--- config.mk ---
export PLATFORM = sky130hd
export DESIGN_NAME = pwm_multi_channel
export DESIGN_NICKNAME = d
export VERILOG_FILES = /design/src/rtl/pwm_pkg.sv /design/src/rtl/pwm_timebase.sv /design/src/rtl/pwm_multi_channel.sv
export SDC_FILE = /design/constraint.sdc
export NUM_CORES = 1
export LEC_CHECK = 0
export BUFFER_PORTS_ARGS = -buffer_cell sky130_fd_sc_hd__buf_2
export CAP_MARGIN = 5
export CORE_MARGIN = 1
export CORE_UTILIZATION = 60
export DETAILED_ROUTE_END_ITERATION = 16
export PLACE_DENSITY_LB_ADDON = 0.15
export SLEW_MARGIN = 30
export SYNTH_ARGS = -nofsm -noshare
export SYNTH_HDL_FRONTEND = slang
export SYNTH_SLANG_ARGS = --single-unit
--- constraint.sdc ---
create_clock -name clk -period 12.1 [get_ports clk]
set_input_delay 1.815 -clock clk [delete_from_list [all_inputs] [get_ports clk]]
set_output_delay 1.815 -clock clk [all_outputs]
set_load 0.005 [all_outputs]
--- src/rtl/pwm_pkg.sv ---
// Register map and reset helpers for the multi-channel PWM engine.
package pwm_pkg;

  localparam int unsigned ADDR_EN_OUT    = 'h00;
  localparam int unsigned ADDR_EN_PWM    = 'h04;
  localparam int unsigned ADDR_POL       = 'h08;
  localparam int unsigned ADDR_PRESCALE  = 'h0C;
  localparam int unsigned ADDR_PERIOD    = 'h0D;
  localparam int unsigned ADDR_SYNC      = 'h0E;
  localparam int unsigned ADDR_DUTY_BASE = 'h10;

  localparam int unsigned CNT_W_DEFAULT = 8;

  // Reset period is the full counter range for a given counter width.
  function automatic int unsigned period_rst(int unsigned cnt_w);
    return (32'd1 << cnt_w) - 32'd1;
  endfunction

  localparam int unsigned PERIOD_RST = period_rst(CNT_W_DEFAULT);

endpackage

--- src/rtl/pwm_timebase.sv ---
// Prescaler, period counter and period shadow; flags shadow loads at wrap or resync.
module pwm_timebase import pwm_pkg::*; #(
  parameter int unsigned CNT_W = 8
) (
  input  logic             clk,
  input  logic             rst,
  input  logic [CNT_W-1:0] prescale,
  input  logic [CNT_W-1:0] period,
  input  logic             sync,
  output logic [CNT_W-1:0] cnt,
  output logic             load,
  output logic             period_start
);

  localparam logic [CNT_W-1:0] PeriodRst = CNT_W'(period_rst(CNT_W));

  logic [CNT_W-1:0] pre_cnt_q, pre_cnt_d;
  logic [CNT_W-1:0] cnt_q, cnt_d;
  logic [CNT_W-1:0] period_act_q, period_act_d;
  logic             tick, wrap, load_q;

  always_comb begin
    // >= rather than == so lowering prescale mid-count cannot strand the prescaler.
    tick         = (pre_cnt_q >= prescale);
    wrap         = tick && (cnt_q >= period_act_q);
    load         = sync || wrap;
    pre_cnt_d    = (sync || tick) ? '0 : pre_cnt_q + 1'b1;
    cnt_d        = cnt_q;
    if (load) begin
      cnt_d = '0;
    end else if (tick) begin
      cnt_d = cnt_q + 1'b1;
    end
    period_act_d = load ? period : period_act_q;
  end

  always_ff @(posedge clk or posedge rst) begin
    if (rst) begin
      pre_cnt_q    <= '0;
      cnt_q        <= '0;
      period_act_q <= PeriodRst;
      load_q       <= 1'b0;
      period_start <= 1'b0;
    end else begin
      pre_cnt_q    <= pre_cnt_d;
      cnt_q        <= cnt_d;
      period_act_q <= period_act_d;
      load_q       <= load;
      // Delayed once more so the pulse lines up with the first registered output of the period.
      period_start <= load_q;
    end
  end

  assign cnt = cnt_q;

endmodule

--- src/rtl/pwm_multi_channel.sv ---
// N-channel PWM engine: register file, per-channel duty shadows and registered output stage.
module pwm_multi_channel import pwm_pkg::*; #(
  parameter int unsigned N_CH   = 16,
  parameter int unsigned CNT_W  = 8,
  parameter int unsigned ADDR_W = 7
) (
  input  logic              clk,
  input  logic              rst,
  input  logic              wr_en,
  input  logic [ADDR_W-1:0] wr_addr,
  input  logic [7:0]        wr_data,
  output logic [N_CH-1:0]   pwm_out,
  output logic              period_start
);

  localparam logic [CNT_W-1:0] PeriodRst = CNT_W'(period_rst(CNT_W));

  logic [N_CH-1:0]            en_out_q, en_out_d;
  logic [N_CH-1:0]            en_pwm_q, en_pwm_d;
  logic [N_CH-1:0]            pol_q, pol_d;
  logic [CNT_W-1:0]           prescale_q, prescale_d;
  logic [CNT_W-1:0]           period_q, period_d;
  logic [N_CH-1:0][CNT_W-1:0] duty_q, duty_d;

  logic             sync, load;
  logic [CNT_W-1:0] cnt;
  logic [N_CH-1:0]  raw, pwm_d;

  assign sync = wr_en && (wr_addr == ADDR_W'(ADDR_SYNC));

  always_comb begin
    en_out_d   = en_out_q;
    en_pwm_d   = en_pwm_q;
    pol_d      = pol_q;
    prescale_d = prescale_q;
    period_d   = period_q;
    duty_d     = duty_q;
    if (wr_en) begin
      // Looping over real channels means bits past N_CH are never stored.
      for (int ch = 0; ch < int'(N_CH); ch++) begin
        if (wr_addr == ADDR_W'(ADDR_EN_OUT + ch / 8)) en_out_d[ch] = wr_data[3'(ch % 8)];
        if (wr_addr == ADDR_W'(ADDR_EN_PWM + ch / 8)) en_pwm_d[ch] = wr_data[3'(ch % 8)];
        if (wr_addr == ADDR_W'(ADDR_POL + ch / 8))    pol_d[ch]    = wr_data[3'(ch % 8)];
        if (wr_addr == ADDR_W'(ADDR_DUTY_BASE + ch))  duty_d[ch]   = wr_data[CNT_W-1:0];
      end
      if (wr_addr == ADDR_W'(ADDR_PRESCALE)) prescale_d = wr_data[CNT_W-1:0];
      if (wr_addr == ADDR_W'(ADDR_PERIOD))   period_d   = wr_data[CNT_W-1:0];
    end
  end

  always_ff @(posedge clk or posedge rst) begin
    if (rst) begin
      en_out_q   <= '0;
      en_pwm_q   <= '0;
      pol_q      <= '0;
      prescale_q <= '0;
      period_q   <= PeriodRst;
      duty_q     <= '0;
    end else begin
      en_out_q   <= en_out_d;
      en_pwm_q   <= en_pwm_d;
      pol_q      <= pol_d;
      prescale_q <= prescale_d;
      period_q   <= period_d;
      duty_q     <= duty_d;
    end
  end

  pwm_timebase #(
    .CNT_W (CNT_W)
  ) u_timebase (
    .clk          (clk),
    .rst          (rst),
    .prescale     (prescale_q),
    .period       (period_q),
    .sync         (sync),
    .cnt          (cnt),
    .load         (load),
    .period_start (period_start)
  );

  for (genvar ch = 0; ch < N_CH; ch++) begin : g_ch
    logic [CNT_W-1:0] duty_act;

    // Shadow samples the pre-write register, so a write on the wrap edge waits a period.
    always_ff @(posedge clk or posedge rst) begin
      if (rst) begin
        duty_act <= '0;
      end else if (load) begin
        duty_act <= duty_q[ch];
      end
    end

    assign raw[ch] = (cnt < duty_act);
  end

  always_comb begin
    pwm_d = en_out_q & (((raw & en_pwm_q) | ~en_pwm_q) ^ pol_q);
  end

  always_ff @(posedge clk or posedge rst) begin
    if (rst) begin
      pwm_out <= '0;
    end else begin
      pwm_out <= pwm_d;
    end
  end

endmodule
# == Yosys cells after proc, flatten, opt, wreduce, memory -nomap -nowiden ==
# Index checks and enable logic that the tools add are counted.
# word_totals
in_bits,18
output_inout_bits,17
reg_bits,338
word_cells,128
# op_classes
magnitude_cmp,18
bitwise_logic,5
n_addsub,2
muxes,3
n_eq_ne,24
reduce_logical,30
# ops
op,count
less-than comparator 8 bit,16
equality test 7 x 5 -> 1 bit (second input constant),16
AND reduction 2 bit,24
equality test 7 x 4 -> 1 bit (second input constant),5
two-way mux 8 bit,3
adder 8 x 1 -> 8 bit (second input constant),2
AND 12 x 16 -> 16 bit,1
AND 16 x 12 -> 16 bit,1
>= comparator 8 bit,2
NOT 12 -> 16 bit,1
OR 16 bit,1
XOR 16 x 12 -> 16 bit,1
equality test 7 x 3 -> 1 bit (second input constant),2
equality test 7 x 1 -> 1 bit (second input constant),1
zero test 7 bit,1
logical AND 1 bit,2
logical OR 1 bit,2
nonzero test 2 bit,1

# == Depth between registers and ports, before layout ==
# Gate-level depths: netlist (run 1).
# logic_depth
depth_word,5
depth_mapped,9
mapped_depth_nobuf,7

# == Cells and area by module ==
# From an unflattened synthesis (run 1), not the netlist that was laid out.
# unflattened
cells_unflattened,845
area_unflattened_um2,9736.8
# by_module_without_submodules
module,area_per_inst_um2,cells_per_inst,seq_area_each_um2,instances
pwm_multi_channel,8205.4,694,4414.2,1
pwm_timebase,1531.5,151,660.6,1

# == Worst setup path after synthesis (run 1) ==
# OpenSTA, ideal clock, no wires.
# synth_timing
path_kind,input-to-reg
start,input port wr_addr[1]
end,register g_ch[0].duty_act[0]
arrival_time_ns,3.143
stages,6
required_ns,11.975
setup_slack_ns,8.832
path_buffers,2
setup_ns,0.125
path_cell_list,clkbuf_1 -> nor2b_1 -> nand4_1 -> o21ai_4 -> buf_6 -> mux2_4
# synth_between
elab_chain_len,3
# synth_lines
element,line,text
"start, declared",pwm_multi_channel.sv:10,"input logic [ADDR_W-1:0] wr_addr,"
equality test 7 x 4 -> 1 bit,pwm_multi_channel.sv:29,assign sync = wr_en && (wr_addr == ADDR_W'(ADDR_SYNC));
logical AND 1 bit,pwm_multi_channel.sv:29,
logical OR 1 bit,pwm_timebase.sv:26,load = sync || wrap;
"end signal, assigned",pwm_multi_channel.sv:90,duty_act <= duty_q[ch];
"end, declared",pwm_multi_channel.sv:83,logic [CNT_W-1:0] duty_act;
# No other way between the ends.
# A chain may end at the register's enable or synchronous reset.

# == Worst setup path in the final report (run 1) ==
# layout_timing
start,input port wr_addr[5]
end,register g_ch[3].duty_act[1]
# layout_between
elab_chain_len,3
# layout_lines
element,line
equality test 7 x 4 -> 1 bit,pwm_multi_channel.sv:29
logical AND 1 bit,pwm_multi_channel.sv:29
logical OR 1 bit,pwm_timebase.sv:26
"end signal, assigned",pwm_multi_channel.sv:90
"end, declared",pwm_multi_channel.sv:83
# No other way between the ends.

==> results of run 1 <==
kinds of logic after synthesis:
kind of cell               synth area share (%)
AOI/OAI and AO/OA                          5.09
xor gates and xnor gates                  0.523
adders and majority gates                  9.21
buffers and inverters                      4.74
DFF                                        50.5
muxes                                      22.3
other                                    0.0373
and+or+nand+nor                            7.58
cell type report:
class                           count  area (µm²)
Clock buffer                       34         677
Clock inverter                      7        66.3
Fill cell                        1180        5050
Inverter                           73         287
Multi-Input combinational cell    508        4520
Sequential cell                   202        5070
Tap cell                          216         270
Timing Repair Buffer               30         164
report_power, final:
| part | leakage (nW) | switching (mW) | internal, mW |
|---|---|---|---|
| Clock | 0.367 | 0.263 | 0.408 |
| Combinational | 2.19 | 0.183 | 0.183 |
| Sequential | 2.66 | 0.0896 | 0.754 |
| Total | 5.22 | 0.536 | 1.34 |
worst register-to-register path: cells and delay by family (launching register included):
family,cells,cell delay [ns]
DFF,1,0.76
muxes,1,0.38
adders and majority gates,1,0.30
AOI/OAI and AO/OA,3,1.11
buffers and inverters,2,0.84
and+or+nand+nor,1,0.09
layer usage:
layer  global-route usage [%]  wire (µm)  part of all wire (%)  vias up
li1                         -          -                     -     2840
met2                     43.2      10300                    50      122
met3                     3.01        900                   4.3       33
met5                        0          0                     0        -
met1                     33.7       9090                    44     3107
met4                     7.43        456                   2.2        0
synth_stat cells:
cell type / n / area (µm²)
nor4b_1: 1 / 8.76
inv_1: 73 / 274
o21bai_1: 1 / 7.51
buf_6: 7 / 78.8
buf_2: 3 / 15.0
o21a_1: 1 / 7.51
mux2_2: 100 / 1130
nor3_1: 4 / 20.0
nor2_2: 1 / 6.26
conb_1: 1 / 3.75
dfstp_2: 16 / 420
nand3b_1: 1 / 7.51
o21ai_4: 1 / 16.3
a2111o_1: 1 / 11.3
a31oi_1: 2 / 12.5
nor2b_1: 6 / 37.5
ha_1: 74 / 926
nand2_1: 52 / 195
xnor2_1: 1 / 8.76
o21ai_0: 35 / 175
a21oi_1: 22 / 110
a211oi_1: 10 / 75.1
buf_1: 4 / 15.0
nand2b_1: 19 / 119
a22oi_1: 1 / 7.51
mux2i_1: 8 / 80.1
a31oi_4: 1 / 21.3
nor3b_1: 2 / 15.0
dfrtp_1: 186 / 4650
nor2_1: 26 / 97.6
a21o_1: 9 / 67.6
nand3_1: 33 / 165
buf_4: 8 / 60.1
and3_1: 6 / 37.5
clkbuf_1: 9 / 33.8
mux2_4: 69 / 1040
nand4b_1: 1 / 8.76
nand4_1: 7 / 43.8
xor2_1: 5 / 43.8
worst min-delay path by stage:
stage,startpoint,endpoint
floorplan,u_timebase.load_q$_DFF_PP0_,u_timebase.period_start$_DFF_PP0_
detailed placement,u_timebase.load_q$_DFF_PP0_,u_timebase.period_start$_DFF_PP0_
CTS,u_timebase.load_q$_DFF_PP0_,u_timebase.period_start$_DFF_PP0_
finish,u_timebase.load_q$_DFF_PP0_,u_timebase.period_start$_DFF_PP0_
global placement,u_timebase.load_q$_DFF_PP0_,u_timebase.period_start$_DFF_PP0_
global route,u_timebase.load_q$_DFF_PP0_,u_timebase.period_start$_DFF_PP0_
flip-flops by register name, summed over array words and instances, names as in the netlist:
name and count:
u_timebase.period_act_q 8, en_pwm_q 8, u_timebase.load_q 1, duty_q 64
g_ch.duty_act 64, u_timebase.pre_cnt_q 8, pol_q 8, period_q 8
en_out_q 8, pwm_out 8, u_timebase.cnt 8, prescale_q 8
u_timebase.period_start 1
==> impl_results.md, run 1 <==
- Syn. warnings: 0
- H-tree depth: 1
- Worst path cell trace: buf_2, nor4b_1, nand4_1, o21ai_4, buf_6, mux2_4
- Drt pass-1 iters: 4
- Worst EP required: 12.47 ns
- Crit. End Element: register
- Max frequency: 0.246 GHz
- Most frequent cells in the layout: 186 x dfrtp_1, 100 x mux2_2, 74 x ha_1, 72 x inv_1, 69 x mux2_4
- Worst flop-to-flop path startpoint: u_timebase.cnt[0]$_DFFE_PP0P_
- Vias in the first global route: 6344
- Syn-to-layout area delta: 10.1%
- Cts bufs inserted: 23
- Clk_lat worst skew: 0.50 ns
- Largest net degree at the start of global routing: 140
- Post_cts resized: 0
- Min Tclk post-route: 4.07 ns
- Setup WS pre-CTS: 7.34 ns
- Final worst clock skew: 0.0210 ns
- Worst-margin pin slew: 0.843 ns
- Final Hold Viols: 0
- Clk buf depth: 3
- Status: finished, final reports clean
- Slowest cell on crit path: buf_6
- CTS root buffer: clkbuf_16
- CTS Hold Bufs: 0
- Vias: 6102
- Final Max Tran Viols: 0
- Cell Rows: 46
- CP Depth: 6
- Setup ws final: 8.03 ns
- Placed insts: 1029
- PortBufs: 26
- P per Cell Area: 170 nW/µm²
- Wirelength per Cell: 19.4 µm
- Total gr overflow: 0
- Starting density of the core: 62.4%
- WS Path Type: in -> reg
- RePlAce Congestion: 0.827
- Final wirelength: 20.8 mm
- Area of the core: 16100 µm²
- Syn Std Cell Area: 10000 µm²
- Final number of setup-violating endpoints: 0
- Die outline height: 131 µm
- Sequential area share after synthesis: 50.5%
- Post-Layout Inst Area: 11100 µm²
- 1st-iter DRT viols: 426
- Post-CTS Setup Bufs: 0
- Count of different cell masters after synthesis: 39
- Clock sinks: 202
- Initial antenna violation count: 0
- Fin Hold WS: 0.350 ns
- CP top delay family: simple AND/OR/NAND/NOR gates
- Max Cap Viol: 0
- Worst Path Buf+Inv: 2
- Share of cells above drive strength 1: 29.9%
- Worst path arrival time: 4.44 ns
- Post-synthesis cell count: 807
- Flop2flop setup slack: 8.48 ns
- Clock slew at reported path FFs: 0.06 ns
- Tcrit/Tclk final: 33.6%
- First-pass GRT wire length: 34.0 mm
- Worst R2R Path Depth: 8
- Crit-path max FO: 55
- Die area: 17300 µm²
- Hold depth: 0
- Post-Place Cell Area: 10300 µm²
- Layout Cells excl Fill: 1070
- Final setup TNS: 0 ns
- # IOs: 35
- Worst setup endpoint: g_ch[3].duty_act[1]$_DFFE_PP0P_
- HPWL Detailed: 13.6 mm
- Layout net count: 930
- Antenna Nets Post-Route: 0
- Critical Path Source: wr_addr[5]
- Worst R2R End: g_ch[3].duty_act[1]$_DFFE_PP0P_
- Final total power: 1.88 mW
- Synthesis-stage register bit count: 202
- Leakage power: 5.22 nW
- GRT Total Usage: 25.2%
- Unrepaired setup endpoints after global routing: false
- Setup crit start kind: input port
- VDD IR-drop max: 0.119 mV
- CTS tree: done
- Crit path largest cell delay: 0.69 ns
- Worst min path class: reg -> reg
- Residual DRC: 0
- Most common cell after layout, fill and taps aside: dfrtp_1
- Avg Synthesized Cell Area: 12.5 µm²
- Vias/cell: 5.70
- Die Wd: 131 µm
- Worst relative slew slack: 43.6%
- N_diodes: 0
- Core Util, Final: 68.6%
No activity file was read; power rests on OpenSTA's default activity.
==> inputs of run 2 (changes only) <==
ABC_AREA = 1   (was default)
CORE_UTILIZATION = 56   (was 60)
clock period = 3.67 ns   (was 12.1 ns; I/O delays follow)
==> run 2 against run 1 <==
Compared with the run above: hold slack got worse by 0.095 ns; sequential cell count unchanged; first-iteration DRC count rose by 11%; core utilization fell by 5.6 points; critical path depth up 6; combinational power rose to 8.0 times the previous value.
==> impl_results.md, run 2 <==
- Cell Int Power: 4.91 mW
- Worst Path Buf+Inv: 3
- Most frequent cells in the layout: 396 x nand2_1, 186 x dfrtp_1, 134 x inv_1, 107 x o21ai_0, 92 x nand3_1
- Final wirelength: 21.9 mm
- Total gr overflow: 0
- GRT Total Usage: 25.1%
- Die Wd: 136 µm
- Clock sinks: 202
- N_diodes: 0
- Top cells by area, synth: dfrtp_1 46%, nand2_1 15%, ha_1 9.2%, o21ai_0 5.3%, inv_1 5.0%
- Synth cell count leaders: 396 x nand2_1, 186 x dfrtp_1, 135 x inv_1
- Worst path cell trace: clkinv_1, ha_1, o21ai_0, nand2_1, nand2_1, nand2_1, nand2_1, nand2_4, buf_4, inv_2, nand3_1, nand2_1
- Critical Path Most Common Cell: nand2_1
- Min Tclk post-route: 2.70 ns
- Status: finished, final reports clean
- Vias/cell: 5.18
- Switching Share: 40.1%
- Drt pass-1 iters: 6
- CP top delay family: buffers and inverters
- Final number of setup-violating endpoints: 0
- Cts bufs inserted: 22
- Worst-margin pin slew: 0.850 ns
- Crit-path max FO: 73
- Fin Hold WS: 0.254 ns
- Clk_lat worst skew: 0.50 ns
- Worst R2R Path Depth: 12
- P per Cell Area: 745 nW/µm²
- Syn. warnings: 0
- Placed insts: 1394
- Syn-to-layout area delta: 9.13%
- Worst flop-to-flop path startpoint: u_timebase.cnt[0]$_DFFE_PP0P_
- Wirelength per Cell: 15.3 µm
- Worst EP required: 4.05 ns
- Final Max Tran Viols: 0
- Largest net degree at the start of global routing: 133
- HPWL Detailed: 13.6 mm
- Final setup TNS: 0 ns
- Post-CTS Setup Bufs: 0
- Max Cap Viol: 0
- Clock network power share: 29.8%
- Area of the core: 17400 µm²
- Largest registers: duty_q: 64 flops, g_ch.duty_act: 64 flops
- # IOs: 35
- Worst min path class: in -> async
- Antenna Nets Post-Route: 0
- CTS Hold Bufs: 0
- Residual DRC: 0
- WS Path Type: reg -> reg
- Async set-reset flop share out of synthesis: 100%
- Logic pwr share: 36.0%
- EDFF count, synth: 0
- Worst path arrival time: 3.08 ns
- Post_cts resized: 0
- Cell Rows: 48
- Flop2flop setup slack: 0.97 ns
- Unrepaired setup endpoints after global routing: false
- Starting density of the core: 57.8%
- Most common cell after layout, fill and taps aside: nand2_1
- CP Depth: 12
- Setup crit start kind: register
- VDD IR-drop max: 0.493 mV
- H-tree depth: 1
- Synthesis-stage register bit count: 202
- Initial antenna violation count: 0
- Vias: 7428
- Clock slew at reported path FFs: 0.06 ns
- PortBufs: 26
- Sequential area share after synthesis: 50.4%
- First-pass GRT wire length: 35.7 mm
- Worst setup endpoint: u_timebase.cnt[1]$_DFFE_PP0P_
- Share of cells above drive strength 1: 8.60%
- Clk buf depth: 3
- Layout net count: 1285
- Avg Synthesized Cell Area: 8.59 µm²
- Crit. End Element: register
- Slowest cell on crit path: buf_4
- Crit path largest cell delay: 0.66 ns
- CTS root buffer: clkbuf_16
- Tcrit/Tclk final: 73.6%
- Most common cell in the synthesized netlist: nand2_1
- Count of different cell masters after synthesis: 34
- 1st-iter DRT viols: 472
- Die area: 18500 µm²
- Synth Flop Type: dfrtp_1
- CTS tree: done
- RePlAce Congestion: 0.799
- Syn Std Cell Area: 10100 µm²
- Post-synth top area share: 46.3%
- Net switching power: 3.28 mW
- Leakage power: 5.82 nW
- Worst R2R End: u_timebase.cnt[1]$_DFFE_PP0P_
- Die outline height: 136 µm
- Vias in the first global route: 6987
- Critical Path Source: u_timebase.cnt[0]$_DFFE_PP0P_
- Layout Cells excl Fill: 1434
- Worst relative slew slack: 43.4%
- Post-synthesis cell count: 1171
- Area leader, netlist: dfrtp_1
- Max frequency: 0.370 GHz
- Final worst clock skew: 0.00582 ns
- Final Hold Viols: 0
- Reg power frac: 34.2%
run 2: cell count changes after synthesis, moves of 10 or more:
cell and change:
a211oi_1 -10, nor2_1 +17, nand2_1 +344, nor3_1 +11, inv_1 +62, mux2_2 -100
nand3_1 +59, o21ai_0 +72, mux2_4 -69, nand2b_1 -19
run 2: power by group through the flow:
stage	registers, mW	logic, mW	clock network [mW]
2_1_floorplan	2.82	2.87	0
3_3_place_gp	2.83	2.88	0
3_5_place_dp	2.83	2.95	0
4_1_cts	2.80	2.98	2.49
5_1_grt	2.84	3.36	2.56
6_report	2.80	2.94	2.44
run 2: logic make-up (layout without fill, tap and decap cells):
| family | count (synthesis) | count (layout) | synth area share (%) |
|---|---|---|---|
| DFF | 202 | 202 | 50.4 |
| adders and majority gates | 74 | 74 | 9.20 |
| xor gates and xnor gates | 8 | 8 | 0.696 |
| buffers and inverters | 184 | 215 | 9.43 |
| AOI/OAI and AO/OA | 141 | 141 | 7.14 |
| and+or+nand+nor | 561 | 561 | 23.1 |
| other | 1 | 8 | 0.0373 |
run 2: final cells by class:
class | count | area, µm²
tap | 225 | 282
multi-input combinational | 792 | 4070
fill | 1540 | 6440
inverter | 138 | 522
sequential | 202 | 5070
clock buffer | 31 | 636
timing repair buffer | 37 | 229
clock inverter | 9 | 173
run 2: worst min path at each step:
stage | to | from | depth (start not counted)
3_5_place_dp | u_timebase.period_start$_DFF_PP0_ | u_timebase.load_q$_DFF_PP0_ | 0
5_1_grt | duty_q[87]$_DFFE_PP0P_ | rst | 3
2_1_floorplan | u_timebase.period_start$_DFF_PP0_ | u_timebase.load_q$_DFF_PP0_ | 0
4_1_cts | g_ch[10].duty_act[4]$_DFFE_PP0P_ | rst | 3
6_report | g_ch[10].duty_act[4]$_DFFE_PP0P_ | rst | 3
3_3_place_gp | u_timebase.period_start$_DFF_PP0_ | u_timebase.load_q$_DFF_PP0_ | 0
run 2: per-layer routing:
metal | routed length [µm] | track usage [%] | vias up
li1 | - | - | 3738
met1 | 10000 | 34.7 | 3508
met2 | 10300 | 41.1 | 148
met3 | 936 | 3.13 | 34
met4 | 667 | 8.09 | 0
met5 | 0 | 0 | -
run 2: through the flow:
stage / worst slack (ns) / cell area, µm² / total power, mW / utilization [%]
final: 0.971 / 11000 / 8.18 / 63.0
after global routing: 0.688 / 11000 / 8.76 / 63.0
after CTS: 0.965 / 11000 / 8.27 / 63.0
after detailed placement: 0.989 / 10200 / 5.79 / 58.4
after global placement: 1.06 / 10200 / 5.70 / 58.4
after floorplan: 0.516 / 10100 / 5.69 / -
run 2: worst register-to-register path: stages (launching register included):
cell	delay [ns]
dfrtp_1	0.39
clkinv_1	0.33
ha_1	0.42
o21ai_0	0.08
nand2_1	0.06
nand2_1	0.04
nand2_1	0.05
nand2_1	0.08
nand2_4	0.08
buf_4	0.66
inv_2	0.21
nand3_1	0.13
nand2_1	0.06
